### src/rtl/tdc_burst_acc.sv
// tdc_burst_acc: per-burst Hamming-weight accumulator (sum/min/max) over
// 2^LOG_SAMPLES enabled samples of one selected TDC capture channel.
// Optional build macro TDC_BUBBLE_FIX_EN adds 3-input majority bubble
// correction on the selected word ahead of stage 1.
module tdc_burst_acc #(
    parameter int N           = 64,
    parameter int NCH         = 2,
    parameter int LOG_SAMPLES = 4,
    localparam int HW_W       = $clog2(N) + 1,
    localparam int CH_W       = (NCH > 1) ? $clog2(NCH) : 1,
    localparam int SUM_W      = HW_W + LOG_SAMPLES
) (
    input  logic               clk_capture,
    input  logic               rst,
    input  logic               en,
    input  logic [NCH*N-1:0]   capt_in,
    input  logic [CH_W-1:0]    ch_sel,
    input  logic               start,
    output logic               busy,
    output logic               res_valid,
    input  logic               res_ready,
    output logic [SUM_W-1:0]   res_sum,
    output logic [HW_W-1:0]    res_mean,
    output logic [HW_W-1:0]    res_min,
    output logic [HW_W-1:0]    res_max,
    output logic [CH_W-1:0]    res_ch
);

    typedef enum logic [1:0] {IDLE, ACC, DRAIN, DONE} state_t;

    localparam logic [LOG_SAMPLES:0] LAST = ((LOG_SAMPLES+1)'(1) << LOG_SAMPLES) - (LOG_SAMPLES+1)'(1);
    localparam logic [HW_W-1:0]      N_HW = HW_W'(N);

    state_t state_q, state_d;

    logic [CH_W-1:0]      ch_q;
    logic [CH_W-1:0]      ch_wrap;
    logic [LOG_SAMPLES:0] cnt_q;
    logic [N-1:0]         words [NCH];
    logic [N-1:0]         sel_word;
    logic [N-1:0]         s1_word_d, s1_word_q;
    logic                 s1_vld_q;
    logic [HW_W-1:0]      s1_hw;
    logic [HW_W-1:0]      s2_hw_q;
    logic                 s2_vld_q;
    logic                 acc_vld_q;     // accumulator absorbed a sample last edge
    logic [SUM_W-1:0]     sum_q;
    logic [HW_W-1:0]      min_q, max_q;
    logic                 accept;
    logic                 launch;
    logic                 finish;

    assign accept  = (state_q == ACC) && en;
    assign launch  = (state_q == IDLE) && start;
    assign finish  = (state_q == DRAIN) && (state_d == DONE);
    assign ch_wrap = CH_W'(int'(ch_sel) % NCH);

    for (genvar g = 0; g < NCH; g++) begin : g_split
        assign words[g] = capt_in[g*N +: N];
    end

    // Select the latched channel's capture word
    always_comb begin
        sel_word = '0;
        for (int c = 0; c < NCH; c++)
            if (ch_q == CH_W'(c)) sel_word = words[c];
    end

`ifdef TDC_BUBBLE_FIX_EN
    logic [N+1:0] ext;
    // Majority vote over neighbours; edges padded as a low-side-filled thermometer
    always_comb begin
        ext = {1'b0, sel_word, 1'b1};
        for (int i = 0; i < N; i++)
            s1_word_d[i] = (ext[i] & ext[i+1]) | (ext[i] & ext[i+2]) | (ext[i+1] & ext[i+2]);
    end
`else
    assign s1_word_d = sel_word;
`endif

    // Hamming weight of the stage-1 word
    always_comb begin
        s1_hw = '0;
        for (int i = 0; i < N; i++) s1_hw = s1_hw + HW_W'(s1_word_q[i]);
    end

    // FSM state register
    always_ff @(posedge clk_capture) begin
        if (rst) state_q <= IDLE;
        else     state_q <= state_d;
    end

    // FSM next state and status outputs
    always_comb begin
        state_d   = state_q;
        busy      = 1'b1;
        res_valid = 1'b0;
        case (state_q)
            IDLE: begin
                busy = 1'b0;
                if (start) state_d = ACC;
            end
            ACC:   if (accept && cnt_q == LAST) state_d = DRAIN;
            DRAIN: if (!s1_vld_q && !s2_vld_q && !acc_vld_q) state_d = DONE;
            DONE: begin
                res_valid = 1'b1;
                if (res_ready) state_d = IDLE;
            end
            default: state_d = IDLE;
        endcase
    end

    // Sample pipeline: stage 1 gated by en, stage 2 and tags free-running
    always_ff @(posedge clk_capture) begin
        if (rst) begin
            s1_word_q <= '0;
            s1_vld_q  <= 1'b0;
            s2_hw_q   <= '0;
            s2_vld_q  <= 1'b0;
            acc_vld_q <= 1'b0;
        end else begin
            s1_vld_q  <= accept;
            if (accept) s1_word_q <= s1_word_d;
            s2_hw_q   <= s1_hw;
            s2_vld_q  <= s1_vld_q;
            acc_vld_q <= s2_vld_q;
        end
    end

    // Burst setup, sample counter and sum/min/max accumulation
    always_ff @(posedge clk_capture) begin
        if (rst) begin
            ch_q  <= '0;
            cnt_q <= '0;
            sum_q <= '0;
            min_q <= N_HW;
            max_q <= '0;
        end else if (launch) begin
            ch_q  <= ch_wrap;
            cnt_q <= '0;
            sum_q <= '0;
            min_q <= N_HW;
            max_q <= '0;
        end else begin
            if (accept) cnt_q <= cnt_q + 1'b1;
            if (s2_vld_q) begin
                sum_q <= sum_q + SUM_W'(s2_hw_q);
                if (s2_hw_q < min_q) min_q <= s2_hw_q;
                if (s2_hw_q > max_q) max_q <= s2_hw_q;
            end
        end
    end

    // Result registers load on DONE entry and hold until the next DONE
    always_ff @(posedge clk_capture) begin
        if (rst) begin
            res_sum  <= '0;
            res_mean <= '0;
            res_min  <= '0;
            res_max  <= '0;
            res_ch   <= '0;
        end else if (finish) begin
            res_sum  <= sum_q;
            res_mean <= HW_W'(sum_q >> LOG_SAMPLES);
            res_min  <= min_q;
            res_max  <= max_q;
            res_ch   <= ch_q;
        end
    end

endmodule

### config.mk
export PLATFORM = sky130hd
export DESIGN_NAME = tdc_burst_acc
export DESIGN_NICKNAME = d
export VERILOG_FILES = /design/src/rtl/tdc_burst_acc.sv
export SDC_FILE = /design/constraint.sdc
export NUM_CORES = 1
export LEC_CHECK = 0
export CAP_MARGIN = 20
export CORE_MARGIN = 3
export CORE_UTILIZATION = 52
export DETAILED_ROUTE_END_ITERATION = 7
export PLACE_DENSITY = 0.91
export SYNTH_ARGS = -nofsm -noshare
export SYNTH_HDL_FRONTEND = slang
export SYNTH_SLANG_ARGS = --single-unit
### constraint.sdc
create_clock -name clk_capture -period 6.3 [get_ports clk_capture]
set_input_delay 0.63 -clock clk_capture [delete_from_list [all_inputs] [get_ports clk_capture]]
set_output_delay 0.63 -clock clk_capture [all_outputs]
set_load 0.01 [all_outputs]
==> flow_metrics.env <==
export IMPL_warnings_from_yosys=0
export IMPL_power_per_cell_area_nw_per_um2=367
export IMPL_clock_tree_from_tritoncts="built"
export IMPL_grt_setup_unrepaired="false"
export IMPL_final_max_slew_violation_count=0
export IMPL_synth_edf_count=0
export IMPL_detailedRoute_firstPassIterationCount=5
export IMPL_finish_net_count=1217
export IMPL_timing_setup_critical_path_class="flop to flop"
export IMPL_critical_path_max_fanout=2
export IMPL_worst_pin_slew_ns=1.09
export IMPL_root_buffer="sky130_fd_sc_hd__clkbuf_16"
export IMPL_syn_nets=1077
export IMPL_globalRoute_totalOverflow=0
export IMPL_gpl_final_weighted_congestion=0.882
export IMPL_grt_start_max_net_pins=111
export IMPL_fillerInstances=1027
export IMPL_ir_drop_v=0.000358
export IMPL_h_tree_levels=4
export IMPL_whs_path_depth=2
export IMPL_post_synth_inst_count=851
export IMPL_p_leak_nw=3.98
export IMPL_hp_class="flop to flop"
export IMPL_most_repeated_cell_in_the_gate_level_netlist_after_synthesis="sky130_fd_sc_hd__inv_1"
export IMPL_first_global_vias=6522
export IMPL_synthesis_area_per_instance_sq_um=9.08
export IMPL_clk_latency_ns=0.42
export IMPL_hold_violations=0
export IMPL_postSynth_topFlopCell="sky130_fd_sc_hd__dfxtp_1"
export IMPL_top_post_synthesis_cells_by_area="sky130_fd_sc_hd__dfxtp_1, sky130_fd_sc_hd__fa_1, sky130_fd_sc_hd__mux2i_1"
export IMPL_post_synth_top_area_cell="sky130_fd_sc_hd__dfxtp_1"
export IMPL_dr_first_iter_drc_count=249
export IMPL_synth_top_cells_by_count="sky130_fd_sc_hd__inv_1, sky130_fd_sc_hd__dfxtp_1, sky130_fd_sc_hd__nor2_1, sky130_fd_sc_hd__mux2i_1, sky130_fd_sc_hd__nand2_1"
export IMPL_total_of_buffers_placed_on_input_and_output_ports=168
export IMPL_cts_max_path_buffers=2
export IMPL_period_minus_slack_ns=6.03
export IMPL_seq_area_frac_synth_pct=34.4
export IMPL_crit_path_end_kind="flop"
export IMPL_cp_data_required_time_ns=6.60
export IMPL_arrival_ns=6.34
export IMPL_areaGrowthSynthToFinish_pct=30.0
export IMPL_synthesis_area_sq_um=7730
export IMPL_r2r_worst_path_cells=20
export IMPL_slew_headroom_pct=27.3
export IMPL_synthDistinctLibCells=40
export IMPL_drt_antenna_violating_nets=0
export IMPL_ios=169
export IMPL_worstReg2RegEnd="s2_hw_q[6]$_SDFF_PP0_"
export IMPL_via_count=6263
export IMPL_run_status="finished clean"
export IMPL_grt_util_all_layers_pct=22.6
export IMPL_finalCoreUtilization_pct=70.8
export IMPL_design_core_area_sq_um=14200
export IMPL_floorplan_rows=43
export IMPL_clkSlewWorstSetupHoldPaths_ns=0.06
export IMPL_cts_sink_count=133
export IMPL_drt_wirelength_per_cell_um=15.1
export IMPL_post_cts_resize_count=0
export IMPL_dp_hpwl_mm=12.9
export IMPL_hold_buffers_post_cts=0
export IMPL_start_util_pct=54.4
export IMPL_post_cts_setup_buffers=0
export IMPL_cap_violations=0
export IMPL_fp_dieArea_sq_um=16400
export IMPL_setup_violations_final=0
export IMPL_remaining_drc_errors=0
export IMPL_min_from="res_sum[3]$_SDFFE_PP0P_"
export IMPL_period_share_pct=95.7
export IMPL_drive_gt1_share_pct=4.28
export IMPL_power_w=0.00369
export IMPL_synthesis_stage_register_bit_count=133
export IMPL_fin_tns_setup_ns=0
export IMPL_skew_ns=0.00877
export IMPL_floorplan_die_height_um=128
export IMPL_reg2reg_slack_ns=0.27
export IMPL_setup_worst_path_start_class="flop"
export IMPL_antenna_found_initial=0
export IMPL_first_pass_grt_wire_length_mm=29.7
export IMPL_synth_top_area_share_pct=34.4
export IMPL_holdPathEnd="res_sum[3]$_SDFFE_PP0P_"
export IMPL_max_clock_freq_mhz=166
export IMPL_placed_area_sq_um=9390
export IMPL_r2r_start="s1_word_q[35]$_SDFFE_PP0P_"
export IMPL_viasPerCell=5.29
export IMPL_antenna_cells_inserted=0
export IMPL_die_w_um=128
export IMPL_ys_async_sr_fraction_pct=0
export IMPL_wirelength_mm=17.8
export IMPL_finalInstanceArea_sq_um=10000
export IMPL_cts_inserted_buffers=17
power breakdown:
group | internal (W) | switching [W]
Sequential | 0.000894 | 0.0000428
Clock | 0.000705 | 0.000385
Combinational | 0.000750 | 0.000908
Total | 0.00235 | 0.00134
registers in the layout, indices dropped and copies added (netlist names):
name       flops
acc_vld_q      1
ch_q           1
cnt_q          5
max_q          7
min_q          7
res_ch         1
res_max        7
res_min        7
res_sum       11
s1_vld_q       1
s1_word_q     64
s2_hw_q        7
s2_vld_q       1
state_q        2
sum_q         11
metal layers:
| layer | wire length (um) | vias to the layer above | global-route usage (%) |
|---|---|---|---|
| met5 | 0 | - | 0 |
| met4 | 624 | 0 | 9.99 |
| met3 | 881 | 53 | 5.21 |
| met2 | 9180 | 204 | 40.2 |
| met1 | 7150 | 2939 | 25.8 |
| li1 | - | 3067 | - |
through the flow:
step,hold slack [ns],worst slack [ns],instances
after global placement,0.443,0.397,1152
after floorplan,0.432,0.493,851
after detailed placement,0.446,0.304,1152
after CTS,0.454,0.211,1184
after global routing,0.478,0.0120,1184
final,0.451,0.268,1184
worst max-delay path, cell delays in order, from the launching register on:
cell and delay, ns:
sky130_fd_sc_hd__dfxtp_1 0.33, sky130_fd_sc_hd__inv_1 0.07, sky130_fd_sc_hd__fa_1 0.54, sky130_fd_sc_hd__inv_1 0.06, sky130_fd_sc_hd__fa_1 0.42, sky130_fd_sc_hd__fa_1 0.54, sky130_fd_sc_hd__inv_1 0.05, sky130_fd_sc_hd__fa_1 0.52
sky130_fd_sc_hd__inv_1 0.05, sky130_fd_sc_hd__fa_1 0.52, sky130_fd_sc_hd__fa_1 0.44, sky130_fd_sc_hd__fa_1 0.56, sky130_fd_sc_hd__inv_1 0.06, sky130_fd_sc_hd__fa_1 0.52, sky130_fd_sc_hd__inv_1 0.07, sky130_fd_sc_hd__fa_1 0.46
sky130_fd_sc_hd__a21oi_1 0.19, sky130_fd_sc_hd__nor2_1 0.07, sky130_fd_sc_hd__nor2_2 0.11, sky130_fd_sc_hd__nor2_1 0.05, sky130_fd_sc_hd__o311a_1 0.27
final cells by class:
type | instances | area (sq um) | share of cell area (%)
Clock buffer | 17 | 425 | 4.23
Clock inverter | 15 | 229 | 2.28
Inverter | 135 | 507 | 5.04
Multi-Input combinational cell | 533 | 4300 | 42.7
Sequential cell | 133 | 2670 | 26.5
Tap cell | 180 | 225 | 2.24
Timing Repair Buffer | 171 | 1700 | 16.9
kinds of logic (layout without fill, tap and decap cells):
group           Yosys count  after routing  synth area share (%)
mux                      76             76                  9.84
flops                   133            133                  34.4
fa+ha+maj                92             92                  20.2
xor+xnor                 13             13                  1.47
buf+inv                 185            338                  10.1
compound gates          151            151                  12.8
simple gates            201            201                  11.2
worst max path at each step:
stage	depth (start not counted)	slack [ns]	from	end
finish	20	0.27	s1_word_q[35]$_SDFFE_PP0P_	s2_hw_q[6]$_SDFF_PP0_
global placement	20	0.40	s1_word_q[35]$_SDFFE_PP0P_	s2_hw_q[6]$_SDFF_PP0_
detailed placement	20	0.30	s1_word_q[35]$_SDFFE_PP0P_	s2_hw_q[6]$_SDFF_PP0_
CTS	20	0.21	s1_word_q[35]$_SDFFE_PP0P_	s2_hw_q[6]$_SDFF_PP0_
floorplan	20	0.49	s1_word_q[35]$_SDFFE_PP0P_	s2_hw_q[6]$_SDFF_PP0_
global route	20	0.01	s1_word_q[35]$_SDFFE_PP0P_	s2_hw_q[6]$_SDFF_PP0_
cells in the final DEF (no fill, tap or decap), types with 3 or more instances in the layout:
cell type                         Yosys  routed
sky130_fd_sc_hd__xor2_1               4       4
sky130_fd_sc_hd__xnor2_1              9       9
sky130_fd_sc_hd__nand4_1              3       3
sky130_fd_sc_hd__nand2_1             71      71
sky130_fd_sc_hd__nand2b_1             4       4
sky130_fd_sc_hd__a211oi_1            67      67
sky130_fd_sc_hd__buf_4               11       4
sky130_fd_sc_hd__o31ai_1              3       3
sky130_fd_sc_hd__clkinv_4             0       5
sky130_fd_sc_hd__nor2b_1              7       7
sky130_fd_sc_hd__nand3b_1             4       4
sky130_fd_sc_hd__a21o_1               5       5
sky130_fd_sc_hd__nor2_1              90      89
sky130_fd_sc_hd__o21ai_0             16      16
sky130_fd_sc_hd__a21oi_1             48      48
sky130_fd_sc_hd__mux2i_1             76      76
sky130_fd_sc_hd__clkbuf_16            0      17
sky130_fd_sc_hd__inv_1              135     135
sky130_fd_sc_hd__o211ai_1             3       3
sky130_fd_sc_hd__bufinv_16            0       5
sky130_fd_sc_hd__dfxtp_1            133     132
sky130_fd_sc_hd__and2_1               3       3
sky130_fd_sc_hd__clkdlybuf4s50_1      0     167
sky130_fd_sc_hd__ha_1                37      37
sky130_fd_sc_hd__nand3_1              9       9
sky130_fd_sc_hd__fa_1                55      55
No activity file was read; power rests on OpenSTA's default activity.
==> edit 1 (same settings) <==
Build with the macro `TDC_BUBBLE_FIX_EN` defined.
--- a/src/rtl/tdc_burst_acc.sv
+++ b/src/rtl/tdc_burst_acc.sv
@@ -2,6 +2,8 @@
 // 2^LOG_SAMPLES enabled samples of one selected TDC capture channel.
 // Optional build macro TDC_BUBBLE_FIX_EN adds 3-input majority bubble
 // correction on the selected word ahead of stage 1.
+`define TDC_BUBBLE_FIX_EN
+
 module tdc_burst_acc #(
     parameter int N           = 64,
     parameter int NCH         = 2,
Function: same outputs for any inputs over 10 cycles, from zero or initial values and one cycle with rst high; that may be too few to reach the edited logic, so the function may still have changed.
==> edit 1 against the unedited design <==
- routed wire length is 15% higher
- via count is 17% higher
- global-route usage is 1.0 points higher
- sequential share of layout area is 1.7 points lower
- clock power is 8% lower
- worst setup slack better by 0.044 ns
- design area is 6.7% higher
- clock skew is 0.00099 ns higher
- synthesized area is 9.3% higher
- sequential cell count stayed put
- total power is 3.9% higher
==> edit 1: results (changes against the unedited design) <==
\begin{tabular}{lr}
\hline
Metric & Value \\
\hline
\multicolumn{2}{l}{\textbf{Outcome}} \\
\quad Status & finished clean \\
\multicolumn{2}{l}{\textbf{Synth}} \\
\quad Mapped Cells & 920 (+8.1\%) \\
\quad Commonest cells in the synthesized netlist & 133 x sky130\_fd\_sc\_hd\_\_dfxtp\_1, 117 x sky130\_fd\_sc\_hd\_\_inv\_1, 102 x sky130\_fd\_sc\_hd\_\_a21oi\_1 \\
\quad Portion of the post-synthesis area used by sequential elements & 31.51\% (-2.9 points) \\
\quad Number of nets in the synthesized netlist & 1146 (+6.4\%) \\
\quad Library cells used by synthesis & 48 (+20\%) \\
\quad Largest cells by area after synthesis & sky130\_fd\_sc\_hd\_\_dfxtp\_1 32\%, sky130\_fd\_sc\_hd\_\_fa\_1 13\%, sky130\_fd\_sc\_hd\_\_mux2\_2 8.5\% \\
\multicolumn{2}{l}{\textbf{Global route}} \\
\quad Pin count of the biggest net entering global routing & 110 (-0.90\%) \\
\quad Via count of the first global-routing pass & 7520 (+15\%) \\
\quad Routing usage on met3 & 4.494\% (-0.71 points) \\
\quad Met1 Usage GRT & 26.72\% (+0.91 points) \\
\multicolumn{2}{l}{\textbf{Worst setup path}} \\
\quad Data arrival, critical path & 6.24 ns (-0.10 ns) \\
\quad CP max stage delay & 0.54 ns (-0.02 ns) \\
\quad Reg-to-reg slack, setup & 0.31 ns (+0.04 ns) \\
\multicolumn{2}{l}{\textbf{Final layout}} \\
\quad Ratio of cells with drive above 1 in the final layout & 12.57\% (+8.3 points) \\
\multicolumn{2}{l}{\textbf{Pwr}} \\
\quad Int Pwr & 2.383 mW (+1.4\%) \\
\quad Leak pwr & 4.192 nW (+5.3\%) \\
\quad Peak supply drop & 0.4169 mV (+16\%) \\
\multicolumn{2}{l}{\textbf{STA}} \\
\quad FMAX & 167.0 MHz (+0.74\%) \\
\quad Smallest hold slack & 0.4560 ns (+0.005123 ns) \\
\multicolumn{2}{l}{\textbf{Place}} \\
\quad Routability-driven placement congestion ratio & 0.8302 (-5.8\%) \\
\quad Worst setup slack before clock tree synthesis & 0.2488 ns (-0.05492 ns) \\
\quad Final HPWL DP & 14.90 mm (+15\%) \\
\quad Area of placed instances & 10100 um2 (+7.5\%) \\
\multicolumn{2}{l}{\textbf{Hold path}} \\
\quad Hold wc startpoint & res\_sum[1] \\
\quad Hold path endpoint & res\_sum[1] \\
\multicolumn{2}{l}{\textbf{Drt}} \\
\quad Detailed-route vias per instance & 5.684 (+7.5\%) \\
\quad Drt pass-1 iters & 7 (+2) \\
\hline
\end{tabular}
[edit 1: cells by family (layout without fill, tap and decap cells)]
group / Yosys count / in the layout / share of synthesized area (%)
AOI/OAI and AO/OA: 285 / 285 / 21.25
xor gates and xnor gates: 11 / 11 / 1.140
adders and majority gates: 92 / 92 / 18.51
buffers and inverters: 167 / 321 / 9.107
DFF: 133 / 133 / 31.51
muxes: 74 / 74 / 9.714
and+or+nand+nor: 158 / 158 / 8.767
[edit 1: what timing repair did]
action | CTS | global route
endpoints found under the setup margin | 0 | 2
resized for setup | 0 | 3
hold buffers | 0 | 0
[edit 1: power groups by stage]
stage	sequential, mW	clock, mW	combinational [mW]
after CTS	0.934	1.01	1.87
after floorplan	0.936	0	1.33
after global routing	0.938	1.05	2.16
final	0.934	0.999	1.90
after detailed placement	0.952	0	1.72
after global placement	0.950	0	1.58
[edit 1: stage by stage]
| step | total power [mW] | util (%) |
|---|---|---|
| final | 3.830 | 68.98 |
| after global placement | 2.532 | 64.98 |
| after CTS | 3.813 | 68.85 |
| after global routing | 4.146 | 68.98 |
| after floorplan | 2.270 | - |
| after detailed placement | 2.674 | 64.98 |
[edit 1: final cells by class]
cell class | instances | area [um2]
multi-input combinational | 620 | 5031
fill | 1125 | 4821
sequential | 133 | 2664
timing repair buffer | 173 | 1720
clock buffer | 22 | 474.2
inverter | 117 | 439.2
tap | 211 | 264.0
clock inverter | 9 | 126.4
[edit 1: metal layers]
| layer | part of all wire, % | routed length [um] |
|---|---|---|
| met2 | 52 | 10650 |
| met3 | 6.1 | 1248 |
| met1 | 38 | 7872 |
| met5 | 0 | 0 |
| met4 | 4.1 | 835 |
[edit 1: worst reg2reg max path, stage by stage, from the launching register on]
cell and delay [ns]:
sky130_fd_sc_hd__dfxtp_1 0.31, sky130_fd_sc_hd__inv_1 0.06, sky130_fd_sc_hd__fa_1 0.53, sky130_fd_sc_hd__inv_1 0.06, sky130_fd_sc_hd__fa_2 0.36, sky130_fd_sc_hd__fa_1 0.54, sky130_fd_sc_hd__inv_1 0.06, sky130_fd_sc_hd__fa_1 0.54
sky130_fd_sc_hd__inv_1 0.06, sky130_fd_sc_hd__fa_1 0.53, sky130_fd_sc_hd__fa_1 0.45, sky130_fd_sc_hd__fa_1 0.54, sky130_fd_sc_hd__inv_1 0.05, sky130_fd_sc_hd__fa_1 0.54, sky130_fd_sc_hd__inv_1 0.08, sky130_fd_sc_hd__fa_2 0.42
sky130_fd_sc_hd__a21o_1 0.21, sky130_fd_sc_hd__a21oi_2 0.17, sky130_fd_sc_hd__o21ai_0 0.09, sky130_fd_sc_hd__a21oi_1 0.15, sky130_fd_sc_hd__nor2_1 0.07
==> edit 2 (same settings) <==
Without the edit above. One comparison of `cnt_q` changes from == to >=.
--- a/src/rtl/tdc_burst_acc.sv
+++ b/src/rtl/tdc_burst_acc.sv
@@ -100,7 +100,7 @@
                 busy = 1'b0;
                 if (start) state_d = ACC;
             end
-            ACC:   if (accept && cnt_q == LAST) state_d = DRAIN;
+            ACC:   if (accept && cnt_q >= LAST) state_d = DRAIN;
             DRAIN: if (!s1_vld_q && !s2_vld_q && !acc_vld_q) state_d = DONE;
             DONE: begin
                 res_valid = 1'b1;
Behaviour: no difference found for any inputs over 10 cycles, from zero or initial values and one cycle with rst high; that may be too few to reach the edited logic, so the function may still have changed.
==> edit 2 against the unedited design <==
- worst setup slack improved by 0.11 ns
- global-route usage decreased by 0.94 points
- clock skew decreased by 0.0025 ns
- hold slack got worse by 0.011 ns
- routed wire length decreased by 4.9%
- clock power decreased by 10%
- via count decreased by 1.4%
- design area increased by 0.54%
- sequential cell count unchanged
- total power decreased by 3.8%
- sequential power increased by 0.4%
- synthesized area increased by 1.5%
- critical endpoint is now s2_hw_q[3]
- largest cell class unchanged
- highest routed layer unchanged
==> edit 2: results (changes against the unedited design) <==
\begin{tabular}{lr}
\hline
Metric & Value \\
\hline
\multicolumn{2}{l}{\textbf{Outcome}} \\
\quad Status & finished clean \\
\multicolumn{2}{l}{\textbf{Pwr}} \\
\quad Peak supply drop & 0.3167 mV (-12\%) \\
\quad Leak pwr & 3.979 nW (about the same) \\
\multicolumn{2}{l}{\textbf{Drt}} \\
\quad Routed length per instance & 14.18 um (-5.9\%) \\
\quad Aggregate routed wire length & 16.96 mm (-4.9\%) \\
\quad Total via count after detailed routing & 6173 (-1.4\%) \\
\quad Met3 wirelength from detailed routing & 746 um (-15\%) \\
\quad Number of violations reported at the end of detailed-routing iteration 0 & 263 (+5.6\%) \\
\quad Detailed-route wire length on metal 1 & 6.786 mm (-5.1\%) \\
\multicolumn{2}{l}{\textbf{Worst setup path}} \\
\quad Data arrival, critical path & 6.18 ns (-0.16 ns) \\
\quad Worst-path maximum fanout & 3 (+1) \\
\multicolumn{2}{l}{\textbf{Global route}} \\
\quad Tot GR Track Use & 21.66\% (-0.94 points) \\
\quad Met2 Usage GRT & 38.72\% (-1.5 points) \\
\quad Pin count of the biggest net entering global routing & 107 (-3.6\%) \\
\quad Met1 Usage GRT & 24.08\% (-1.7 points) \\
\quad Routing usage on met3 & 5.645\% (+0.44 points) \\
\quad First-pass GRT wire length & 28.61 mm (-3.5\%) \\
\multicolumn{2}{l}{\textbf{Place}} \\
\quad Routability-driven placement congestion ratio & 0.8344 (-5.3\%) \\
\quad Final HPWL DP & 12.97 mm (+0.17\%) \\
\quad Area of placed instances & 9520 um2 (+1.4\%) \\
\quad Worst setup slack before clock tree synthesis & 0.3949 ns (+0.09115 ns) \\
\multicolumn{2}{l}{\textbf{Final layout}} \\
\quad Layout fillers & 1090 (+6.1\%) \\
\multicolumn{2}{l}{\textbf{Synth}} \\
\quad Library cell with the highest instance count after synthesis & sky130\_fd\_sc\_hd\_\_dfxtp\_1 \\
\quad Commonest cells in the synthesized netlist & 133 x sky130\_fd\_sc\_hd\_\_dfxtp\_1, 128 x sky130\_fd\_sc\_hd\_\_inv\_1, 92 x sky130\_fd\_sc\_hd\_\_nor2\_1 \\
\quad Largest cells by area after synthesis & sky130\_fd\_sc\_hd\_\_dfxtp\_1 34\%, sky130\_fd\_sc\_hd\_\_fa\_1 14\%, sky130\_fd\_sc\_hd\_\_mux2i\_1 11\% \\
\multicolumn{2}{l}{\textbf{STA}} \\
\quad Clock Skew & 0.006284 ns (-0.002489 ns) \\
\quad Worst-Margin Slew & 1.048 ns (-0.04201 ns) \\
\hline
\end{tabular}
## edit 2: changes by cell type after synthesis, moves of 3 or more
cell,unedited run,this run
sky130_fd_sc_hd__mux2i_1,76,86
sky130_fd_sc_hd__inv_1,135,128
sky130_fd_sc_hd__o21ai_0,16,9
sky130_fd_sc_hd__nor3_1,2,5
sky130_fd_sc_hd__o31ai_1,3,0
sky130_fd_sc_hd__clkbuf_1,15,19
sky130_fd_sc_hd__xnor2_1,9,4
sky130_fd_sc_hd__nand2_1,71,85
sky130_fd_sc_hd__buf_2,18,23
sky130_fd_sc_hd__and2_1,3,0
sky130_fd_sc_hd__a21oi_1,48,37
sky130_fd_sc_hd__buf_1,3,0
## edit 2: worst max-delay path, stage by stage (launching register included)
cell,delay (ns)
sky130_fd_sc_hd__dfxtp_1,0.35
sky130_fd_sc_hd__inv_1,0.08
sky130_fd_sc_hd__fa_1,0.53
sky130_fd_sc_hd__inv_1,0.05
sky130_fd_sc_hd__fa_1,0.41
sky130_fd_sc_hd__fa_1,0.54
sky130_fd_sc_hd__inv_1,0.05
sky130_fd_sc_hd__fa_1,0.53
sky130_fd_sc_hd__inv_1,0.06
sky130_fd_sc_hd__fa_1,0.52
sky130_fd_sc_hd__fa_1,0.44
sky130_fd_sc_hd__fa_1,0.55
sky130_fd_sc_hd__inv_1,0.05
sky130_fd_sc_hd__fa_1,0.58
sky130_fd_sc_hd__inv_1,0.06
sky130_fd_sc_hd__ha_1,0.29
sky130_fd_sc_hd__a21o_1,0.18
sky130_fd_sc_hd__a21oi_1,0.26
sky130_fd_sc_hd__xnor2_1,0.17
sky130_fd_sc_hd__nor2_1,0.05
## edit 2: path summary, 6_finish.rpt
path	from	end	slack, ns	cells past startpoint
worst max-delay path	s1_word_q[35]	s2_hw_q[3]	0.38	19
worst min-delay path	rst	ch_q	0.44	2
worst max register to register	s1_word_q[35]	s2_hw_q[3]	0.38	19
worst min register to register	res_min[6]	res_min[6]	0.45	2
## edit 2: kinds of logic (layout without fill, tap and decap cells)
group / count (synthesis) / after routing / share of synthesized area [%]
buffers and inverters: 182 / 333 / 9.786
AOI/OAI and AO/OA: 135 / 135 / 11.87
DFF: 133 / 133 / 33.92
muxes: 87 / 87 / 11.11
xor gates and xnor gates: 8 / 8 / 0.8925
adders and majority gates: 92 / 92 / 19.92
and+or+nand+nor: 224 / 224 / 12.50
## edit 2: cell type report
class	count	area, um2	share of cell area [%]
tap	184	230.2	2.279
inverter	128	480.5	4.755
clock buffer	21	450.4	4.458
timing repair buffer	173	1717	16.99
sequential	133	2666	26.39
multi-input combinational	546	4427	43.81
clock inverter	11	132.6	1.313
## edit 2: where the power goes
part	leakage, nW	switching, mW	internal [mW]
combinational	2.60	0.870	0.758
sequential	1.08	0.0429	0.898
clock	0.290	0.350	0.626
total	3.98	1.26	2.28
